### config.mk
export PLATFORM = sky130hd
export DESIGN_NAME = inverse_sequencer
export DESIGN_NICKNAME = d
export VERILOG_FILES = /design/src/rtl/inverse_sequencer.sv
export SDC_FILE = /design/constraint.sdc
export NUM_CORES = 1
export LEC_CHECK = 0
export CAP_MARGIN = 20
export CORE_AREA = 8 8 528 530
export CTS_CLUSTER_DIAMETER = 60
export DETAILED_ROUTE_END_ITERATION = 8
export DIE_AREA = 0 0 536 538
export PLACE_DENSITY = 0.3
export SYNTH_ARGS = -nofsm -noshare
export SYNTH_HDL_FRONTEND = slang
export SYNTH_SLANG_ARGS = --single-unit
### constraint.sdc
create_clock -name clk -period 2.22 [get_ports clk]
set_input_delay 0.222 -clock clk [delete_from_list [all_inputs] [get_ports clk]]
set_output_delay 0.222 -clock clk [all_outputs]
set_load 0.005 [all_outputs]
### src/rtl/inverse_sequencer.sv
// Arbitrates two requesters onto the shared GF(2^m) inverter: loads the operand,
// issues the inverse command, waits a fixed latency and returns the result.
//
// state   | meaning
// --------+--------------------------------------------------------------
// IDLE    | waiting for a request; round-robin grant, operand latched
// WRITE   | operand written to the inverter register file
// CMD     | inverse command pulsed, wait counter loaded
// WAIT    | counting down the inverter latency
// CAPTURE | inverter result sampled into rsp_data
// ZERO    | zero operand: error response, inverter left untouched
// RESP    | rsp_valid held to the owner until it accepts
//
// Every output is a register written on the edge that leaves the state that
// owns it, so each output appears one cycle after its state is entered.
module inverse_sequencer #(
    parameter logic [5:0]  OPERAND_ADDR = 6'h04,
    parameter logic [5:0]  CMD_INVERSE  = 6'h01,
    parameter int unsigned INV_LATENCY  = 260,
    parameter int unsigned CNT_W        = 9,
    parameter logic [63:0] POLY         = 64'h0
) (
    input  logic         clk,
    input  logic         rst_n,
    input  logic [1:0]   req_valid,
    output logic [1:0]   req_ready,
    input  logic [255:0] op0,
    input  logic [255:0] op1,
    output logic [1:0]   rsp_valid,
    input  logic [1:0]   rsp_ready,
    output logic [255:0] rsp_data,
    output logic         rsp_err,
    output logic         busy,
    output logic         inv_wr_en,
    output logic [5:0]   inv_addr,
    output logic [255:0] inv_wdata,
    output logic [5:0]   inv_command,
    output logic [63:0]  inv_poly,
    input  logic [255:0] inv_rdata
);

    typedef enum logic [2:0] {
        IDLE, WRITE, CMD, WAIT, CAPTURE, ZERO, RESP
    } state_t;

    state_t             r_state;
    logic               r_owner;
    logic               r_last_grant;
    logic [255:0]       r_op_q;
    logic [CNT_W-1:0]   r_cnt;
    logic [1:0]         r_req_ready;
    logic [1:0]         r_rsp_valid;
    logic [255:0]       r_rsp_data;
    logic               r_rsp_err;
    logic               r_busy;
    logic               r_inv_wr_en;
    logic [5:0]         r_inv_addr;
    logic [255:0]       r_inv_wdata;
    logic [5:0]         r_inv_command;

    logic               w_grant;
    logic               w_grant_idx;
    logic [255:0]       w_grant_op;
    logic               w_op_zero;
    logic               w_rsp_ack;

    // On a tie the requester that did not win last time is served.
    assign w_grant     = |req_valid;
    assign w_grant_idx = (&req_valid) ? ~r_last_grant : req_valid[1];
    assign w_grant_op  = w_grant_idx ? op1 : op0;
    assign w_op_zero   = (w_grant_op == 256'd0);
    assign w_rsp_ack   = r_rsp_valid[r_owner] & rsp_ready[r_owner];

    always_ff @(posedge clk) begin
        if (!rst_n) begin
            r_state       <= IDLE;
            r_owner       <= 1'b0;
            r_last_grant  <= 1'b1;
            r_op_q        <= '0;
            r_cnt         <= '0;
            r_req_ready   <= '0;
            r_rsp_valid   <= '0;
            r_rsp_data    <= '0;
            r_rsp_err     <= 1'b0;
            r_busy        <= 1'b0;
            r_inv_wr_en   <= 1'b0;
            r_inv_addr    <= '0;
            r_inv_wdata   <= '0;
            r_inv_command <= '0;
        end else begin
            r_req_ready   <= '0;
            r_inv_wr_en   <= 1'b0;
            r_inv_addr    <= '0;
            r_inv_wdata   <= '0;
            r_inv_command <= '0;
            case (r_state)
                IDLE: begin
                    if (w_grant) begin
                        r_owner     <= w_grant_idx;
                        r_op_q      <= w_grant_op;
                        r_req_ready <= w_grant_idx ? 2'b10 : 2'b01;
                        r_busy      <= 1'b1;
                        r_state     <= w_op_zero ? ZERO : WRITE;
                    end
                end
                WRITE: begin
                    r_inv_wr_en <= 1'b1;
                    r_inv_addr  <= OPERAND_ADDR;
                    r_inv_wdata <= r_op_q;
                    r_state     <= CMD;
                end
                CMD: begin
                    r_inv_command <= CMD_INVERSE;
                    r_cnt         <= CNT_W'(INV_LATENCY - 1);
                    r_state       <= WAIT;
                end
                WAIT: begin
                    if (r_cnt == '0) begin
                        r_state <= CAPTURE;
                    end else begin
                        r_cnt <= r_cnt - CNT_W'(1);
                    end
                end
                CAPTURE: begin
                    r_rsp_data <= inv_rdata;
                    r_rsp_err  <= 1'b0;
                    r_state    <= RESP;
                end
                ZERO: begin
                    r_rsp_data <= '0;
                    r_rsp_err  <= 1'b1;
                    r_state    <= RESP;
                end
                RESP: begin
                    // rsp_ready only counts once rsp_valid is actually visible.
                    if (r_rsp_valid == 2'b00) begin
                        r_rsp_valid <= r_owner ? 2'b10 : 2'b01;
                    end else if (w_rsp_ack) begin
                        r_rsp_valid  <= '0;
                        r_last_grant <= r_owner;
                        r_busy       <= 1'b0;
                        r_state      <= IDLE;
                    end
                end
                default: r_state <= IDLE;
            endcase
        end
    end

    assign req_ready   = r_req_ready;
    assign rsp_valid   = r_rsp_valid;
    assign rsp_data    = r_rsp_data;
    assign rsp_err     = r_rsp_err;
    assign busy        = r_busy;
    assign inv_wr_en   = r_inv_wr_en;
    assign inv_addr    = r_inv_addr;
    assign inv_wdata   = r_inv_wdata;
    assign inv_command = r_inv_command;
    assign inv_poly    = POLY;

endmodule

Word-level counts from Yosys, hierarchy flattened
Cells that the tools add are included.
- $add $sub $neg: 1
- $lt $le $gt $ge: 1
- eq/ne operators: 11
- muxes and demuxes: 27
- bitwise gates (word level): 3
- reductions and logical operators: 19
- operators by type and width (cell ; count):
    $pmux W256 S2 ; 1
    $logic_not A256 Y1 ; 1
    $mux W256 ; 1
    $mux W3 ; 6
    $pmux W3 S6 ; 1
    $pmux W9 S2 ; 1
    $mux W1 ; 10
    $ne A2 B2 Y1 const B ; 5
    $reduce_and A2 Y1 ; 5
    $eq A3 B3 Y1 const B ; 3
    $logic_not A9 Y1 ; 1
    $mux W9 ; 1
    $sub A9 B1 Y9 const B ; 1
    $mux W2 ; 4
    $reduce_and A4 Y1 ; 2
    $reduce_bool A2 Y1 ; 4
    $eq A3 B2 Y1 const B ; 2
    $reduce_and A3 Y1 ; 2
    $pmux W1 S2 ; 2
    $reduce_or A2 Y1 ; 2
    $eq A3 B1 Y1 const B ; 1
    $logic_not A3 Y1 ; 1
    $logic_not A2 Y1 ; 1
    $lt A1 B2 Y1 const B ; 1
    2 further kinds ; 3
- bits in registers: 801
- input bits: 774
- output and inout bits: 595
- word-level logic and storage cells: 76

Logic depth before layout (Yosys ltp)
- word-level depth: 7
- gate-level depth with buffers: 8
- depth with buffers taken out: 8

Worst setup path after synthesis
Ideal clock, no wire load.
- path type: flip-flop to flip-flop
- from: register r_cnt[0]
- to: register r_cnt[5]
- setup time: 0.073 ns
- arrival: 1.779 ns
- data required time: 2.147 ns
- setup slack: 0.367 ns
- cell stages (with the launch flop): 8
- buffers on the path: 0
- period minus slack after synthesis: 1.853 ns
- cell sequence: dfxtp_1 inv_1 ha_1 nor3b_1 a41o_1 or3_4 or3_1 a21oi_1
- word-level cells in the longest chain between the ends: 3
- elaborated cells on any way between the ends: 6
- those cells by class: 1 x add/sub; 1 x eq/ne; 2 x mux; 2 x reduce/logical
- ends and longest elaborated chain (what ; line ; source):
    from (decl) ; 50 ; logic [CNT_W-1:0] r_cnt;
    from (signal assigned) ; 114 ; r_cnt <= CNT_W'(INV_LATENCY - 1);
    from (signal assigned) ; 121 ; r_cnt <= r_cnt - CNT_W'(1);
    $sub A9 B1 Y9 or $logic_not A9 Y1 (tied branches) ; 121, 118 ;
    $mux W9 or $ne A2 B2 Y1 (tied branches) ; -- ;
    $pmux W9 S2 or $reduce_and A2 Y1 (tied branches) ; -- ;
Parallel ways exist; a longest one is shown, timed or not. The select of a mux whose other input is x is not followed.
A chain may end at the register's enable or synchronous reset.

Worst setup path after layout
- from: input op0[0]
- to: register r_state[2]
- word-level cells in the longest chain between the ends: 5
- ends and longest elaborated chain (what ; line ; source):
    from (decl) ; 27 ; input logic [255:0] op0,
    $mux W256 ; 70 ; assign w_grant_op = w_grant_idx ? op1 : op0;
    $logic_not A256 Y1 ; 71 ; assign w_op_zero = (w_grant_op == 256'd0);
    $mux W3 ; 103 ; r_state <= w_op_zero ? ZERO : WRITE;
    $mux W3 ; 98 ; if (w_grant) begin
    $pmux W3 S6 ; 96 ; case (r_state)
    to (signal assigned) ; 103 ;
    to (decl) ; 46 ; state_t r_state;
No other way between the ends. The select of a mux whose other input is x is not followed.

==> results_tabular.tex <==
\begin{tabular}{lr}
\hline
Metric & Value \\
\hline
\multicolumn{2}{l}{\textbf{Clock tree}} \\
Clock tree from TritonCTS & built \\
H-Tree Depth & 4 \\
Worst-path clk slew & 0.06 ns \\
Total clock sinks & 790 \\
Max clock buf depth & 4 \\
Cts bufs inserted & 144 \\
Clock root buffer & sky130\_fd\_sc\_hd\_\_clkbuf\_16 \\
Clk Latency, worst-skew pair & 0.80 ns \\
\multicolumn{2}{l}{\textbf{Final layout}} \\
Commonest non-fill, non-tap cell in the layout & sky130\_fd\_sc\_hd\_\_clkdlybuf4s50\_1 \\
Highest-count cells in the layout ignoring fill and taps & 1273 x sky130\_fd\_sc\_hd\_\_clkdlybuf4s50\_1, 780 x sky130\_fd\_sc\_hd\_\_dfxtp\_1, 520 x sky130\_fd\_sc\_hd\_\_nand2\_1 \\
Footprint of the multi-input gates & 0.0144 sq mm \\
Layout net count & 5856 \\
Storage element area & 0.0158 sq mm \\
Count of fill cells added during filler insertion & 29800 \\
Fraction of final layout cells sized beyond drive strength 1 & 0.146 \\
Area grow syn2layout & 80.2\% \\
Finished Cell Area & 0.0566 sq mm \\
\multicolumn{2}{l}{\textbf{Synthesis}} \\
Top area cells in the synthesized netlist & sky130\_fd\_sc\_hd\_\_dfxtp\_1 50\%, sky130\_fd\_sc\_hd\_\_o211a\_1 8.2\%, sky130\_fd\_sc\_hd\_\_nand2\_1 6.2\% \\
Yosys top cell area share & 0.503 \\
EDFF count, synth & 0 \\
Warnings from Yosys & 0 \\
Flop and latch count out of synthesis & 790 \\
Summed instance area of the synthesized netlist & 0.0314 sq mm \\
Ys async rst share & 0 \\
Seq/Total Area, Yosys & 0.503 \\
Gate Count Post-Synth & 3476 \\
Predominant post-synthesis flop cell & sky130\_fd\_sc\_hd\_\_dfxtp\_1 \\
Count of distinct cell types in the synthesized netlist & 41 \\
Average cell area after synthesis & 9.04 sq um \\
Cell type contributing the most total cell area after synthesis & sky130\_fd\_sc\_hd\_\_dfxtp\_1 \\
\multicolumn{2}{l}{\textbf{STA}} \\
Sum Neg Setup Slack & -0.0279 ns \\
Final hold violation count & 0 \\
Worst Setup Slack, final & -0.0279 ns \\
Clock period minus worst slack & 2.25 ns \\
Max-slew headroom at the worst pin & 0.385 \\
Max Clk Rate & 445 MHz \\
Worst hold slack across all endpoints & 0.139 ns \\
Worst-Margin Slew & 0.914 ns \\
Unrepaired setup endpoints after global routing & yes \\
Worst clock skew & 0.0635 ns \\
Setup-failing EPs final & 1 \\
Final period util & 1.01 \\
Number of max-slew violations in the final report & 0 \\
\multicolumn{2}{l}{\textbf{Power}} \\
Largest vdd supply drop & 429 uV \\
Combinational cell fraction of total power & 0.197 \\
Fraction of power spent switching nets & 0.287 \\
Lkg Pwr & 22.9 nW \\
Clk network pwr share & 0.466 \\
Cell internal pwr & 34.8 mW \\
Flop pwr share & 0.338 \\
Net load switching power & 14.0 mW \\
Total power density per cell area & 861 mW/mm\^{}2 \\
\multicolumn{2}{l}{\textbf{Route}} \\
Post-route DRC & 0 \\
Total Routed Length & 248000 microns \\
Count of antenna-violating nets left after detailed routing & 0 \\
Number of DRC markers after the initial detailed-route iteration & 1492 \\
Total via count after detailed routing & 32400 \\
First-pass DRT Iterations & 6 \\
Vias per inst & 3.69 \\
Post-detailed-route wirelength per cell & 28.2 microns \\
\multicolumn{2}{l}{\textbf{Placed design}} \\
Final RePlAce weighted congestion & 0.904 \\
Number of I/O port buffers & 1294 \\
Total placed instance area & 0.0516 sq mm \\
Worst slack at placement & -1.24 ns \\
Detailed placer's ending HPWL & 206000 microns \\
\multicolumn{2}{l}{\textbf{Global routing}} \\
Number of antenna violations at the first check in global routing & 117 \\
Overflow left after global routing & 0 \\
Maximum number of pins on one net before global-route repair & 107 \\
GRT Total Usage & 0.163 \\
Wire length of the first global-routing pass & 322000 microns \\
Via count of the first global-routing pass & 34100 \\
\multicolumn{2}{l}{\textbf{Worst setup path}} \\
Element type at the critical path start & primary input \\
WS Path Type & primary input to flop \\
Critical Path Sink Type & flop \\
Critical path data required time & 2.93 ns \\
Register-to-register setup slack & 0.15 ns \\
Data arrival time of the critical path & 2.96 ns \\
Maximum net fanout on the critical path & 2 \\
\multicolumn{2}{l}{\textbf{Floorplan}} \\
Vertical die dimension & 538 microns \\
Starting utilization of the core area & 0.117 \\
Number of ports placed on the die boundary & 1369 \\
Number of standard-cell rows in the floorplan & 191 \\
DIE AREA & 0.288 sq mm \\
Die Wd & 536 microns \\
Core outline area & 0.270 sq mm \\
\multicolumn{2}{l}{\textbf{Outcome}} \\
Violated checks & setup timing \\
Status & finished, violations left \\
\multicolumn{2}{l}{\textbf{Worst hold path}} \\
Type of the worst min-delay path & primary input to flop \\
\multicolumn{2}{l}{\textbf{Job}} \\
Number of max-cap violations & 0 \\
\hline
\end{tabular}
-- logic make-up (layout without fill, tap and decap cells) --
| group | after synthesis | count (layout) | synth area share |
|---|---|---|---|
| AO/OA/AOI/OAI | 545 | 545 | 0.129 |
| XOR/XNOR | 4 | 4 | 0.00111 |
| adder cells (fa/ha/maj) | 1 | 1 | 0.000398 |
| buffers and inverters | 371 | 2005 | 0.0575 |
| flip-flops | 790 | 790 | 0.503 |
| multiplexers | 2 | 2 | 0.000637 |
| other | 1 | 103 | 0.000119 |
| AND/OR/NAND/NOR | 1762 | 1762 | 0.308 |
-- layout make-up --
type	instances	area share
clock buffers	184	0.0706
multi-input cells	2388	0.255
inverters	4	0.000265
repair buffers	1753	0.300
diodes	29	0.00128
clock inverters	64	0.0140
well taps	3570	0.0789
flip-flops and latches	790	0.280
-- final timing paths --
path / start / end / depth (start not counted)
worst max-delay path: op0[0] / r_state[2]$_SDFFE_PN0P_ / 8
worst min register to register: r_op_q[177]$_SDFFE_PN0P_ / inv_wdata[177]$_SDFF_PN0_ / 1
worst min-delay path: op1[86] / r_op_q[86]$_SDFFE_PN0P_ / 4
worst max register to register: r_last_grant$_SDFFE_PN1P_ / r_op_q[154]$_SDFFE_PN0P_ / 7
-- power groups by stage --
stage | logic (mW) | clock network (mW) | registers [mW]
2_1_floorplan | 4.02 | 0 | 16.5
3_3_place_gp | 9.78 | 0 | 16.7
3_5_place_dp | 9.78 | 0 | 16.7
4_1_cts | 9.85 | 23.7 | 16.5
5_1_grt | 10.4 | 24.3 | 16.6
6_report | 9.59 | 22.7 | 16.5
-- flip-flops by register name, summed over array words and instances (netlist names) --
register	flops
r_op_q	256
rsp_data	256
r_owner	1
inv_command	1
r_cnt	9
r_last_grant	1
busy	1
r_state	3
req_ready	2
rsp_valid	2
inv_addr	1
inv_wdata	256
rsp_err	1
-- stage by stage --
stage	utilization	power (mW)	instances
2_1_floorplan	-	20.5	3549
5_1_grt	0.210	51.3	8762
3_5_place_dp	0.191	26.5	8501
3_3_place_gp	0.191	26.5	8501
6_report	0.210	48.8	8782
4_1_cts	0.210	50.0	8753
-- layer usage --
metal	global-route usage	part of all wire	vias to the layer above	routed length, microns
met3	0.0675	0.091	390	22600
li1	-	-	15200	-
met5	0	0.0024	-	587
met2	0.305	0.51	1255	127000
met4	0.0418	0.029	92	7220
met1	0.168	0.36	15500	90100
-- synthesized netlist by cell type (9+ instances only) --
cell                       number
sky130_fd_sc_hd__buf_2        106
sky130_fd_sc_hd__nor2_1        15
sky130_fd_sc_hd__and2_1       257
sky130_fd_sc_hd__buf_1          9
sky130_fd_sc_hd__buf_4         75
sky130_fd_sc_hd__nor2b_1      262
sky130_fd_sc_hd__o21ai_0        9
sky130_fd_sc_hd__nor3_1        12
sky130_fd_sc_hd__o211a_1      257
sky130_fd_sc_hd__a21oi_1      262
sky130_fd_sc_hd__nor3b_1      257
sky130_fd_sc_hd__nor4_1       127
sky130_fd_sc_hd__nand2_1      521
sky130_fd_sc_hd__dfxtp_1      790
sky130_fd_sc_hd__nand3_1      265
sky130_fd_sc_hd__clkbuf_1     177
sky130_fd_sc_hd__nand4_1       28
-- worst max-delay path: stages --
cell and delay [ns]:
sky130_fd_sc_hd__clkdlybuf4s50_1 0.43, sky130_fd_sc_hd__nor4_1 0.81, sky130_fd_sc_hd__buf_4 0.26, sky130_fd_sc_hd__nand4_1 0.13, sky130_fd_sc_hd__nor3_1 0.35, sky130_fd_sc_hd__o22ai_1 0.15
sky130_fd_sc_hd__or4_1 0.49, sky130_fd_sc_hd__o21ai_1 0.12
-- what timing repair did --
item                                    4_1_cts  5_1_grt
resized for setup                            40        4
endpoints found under the setup margin      198        8
endpoints found under the hold margin        86        0
hold buffers                                  1        0
pin swaps                                    10        2
setup buffers                                 3        0
Power figures use the tool's default switching activity.
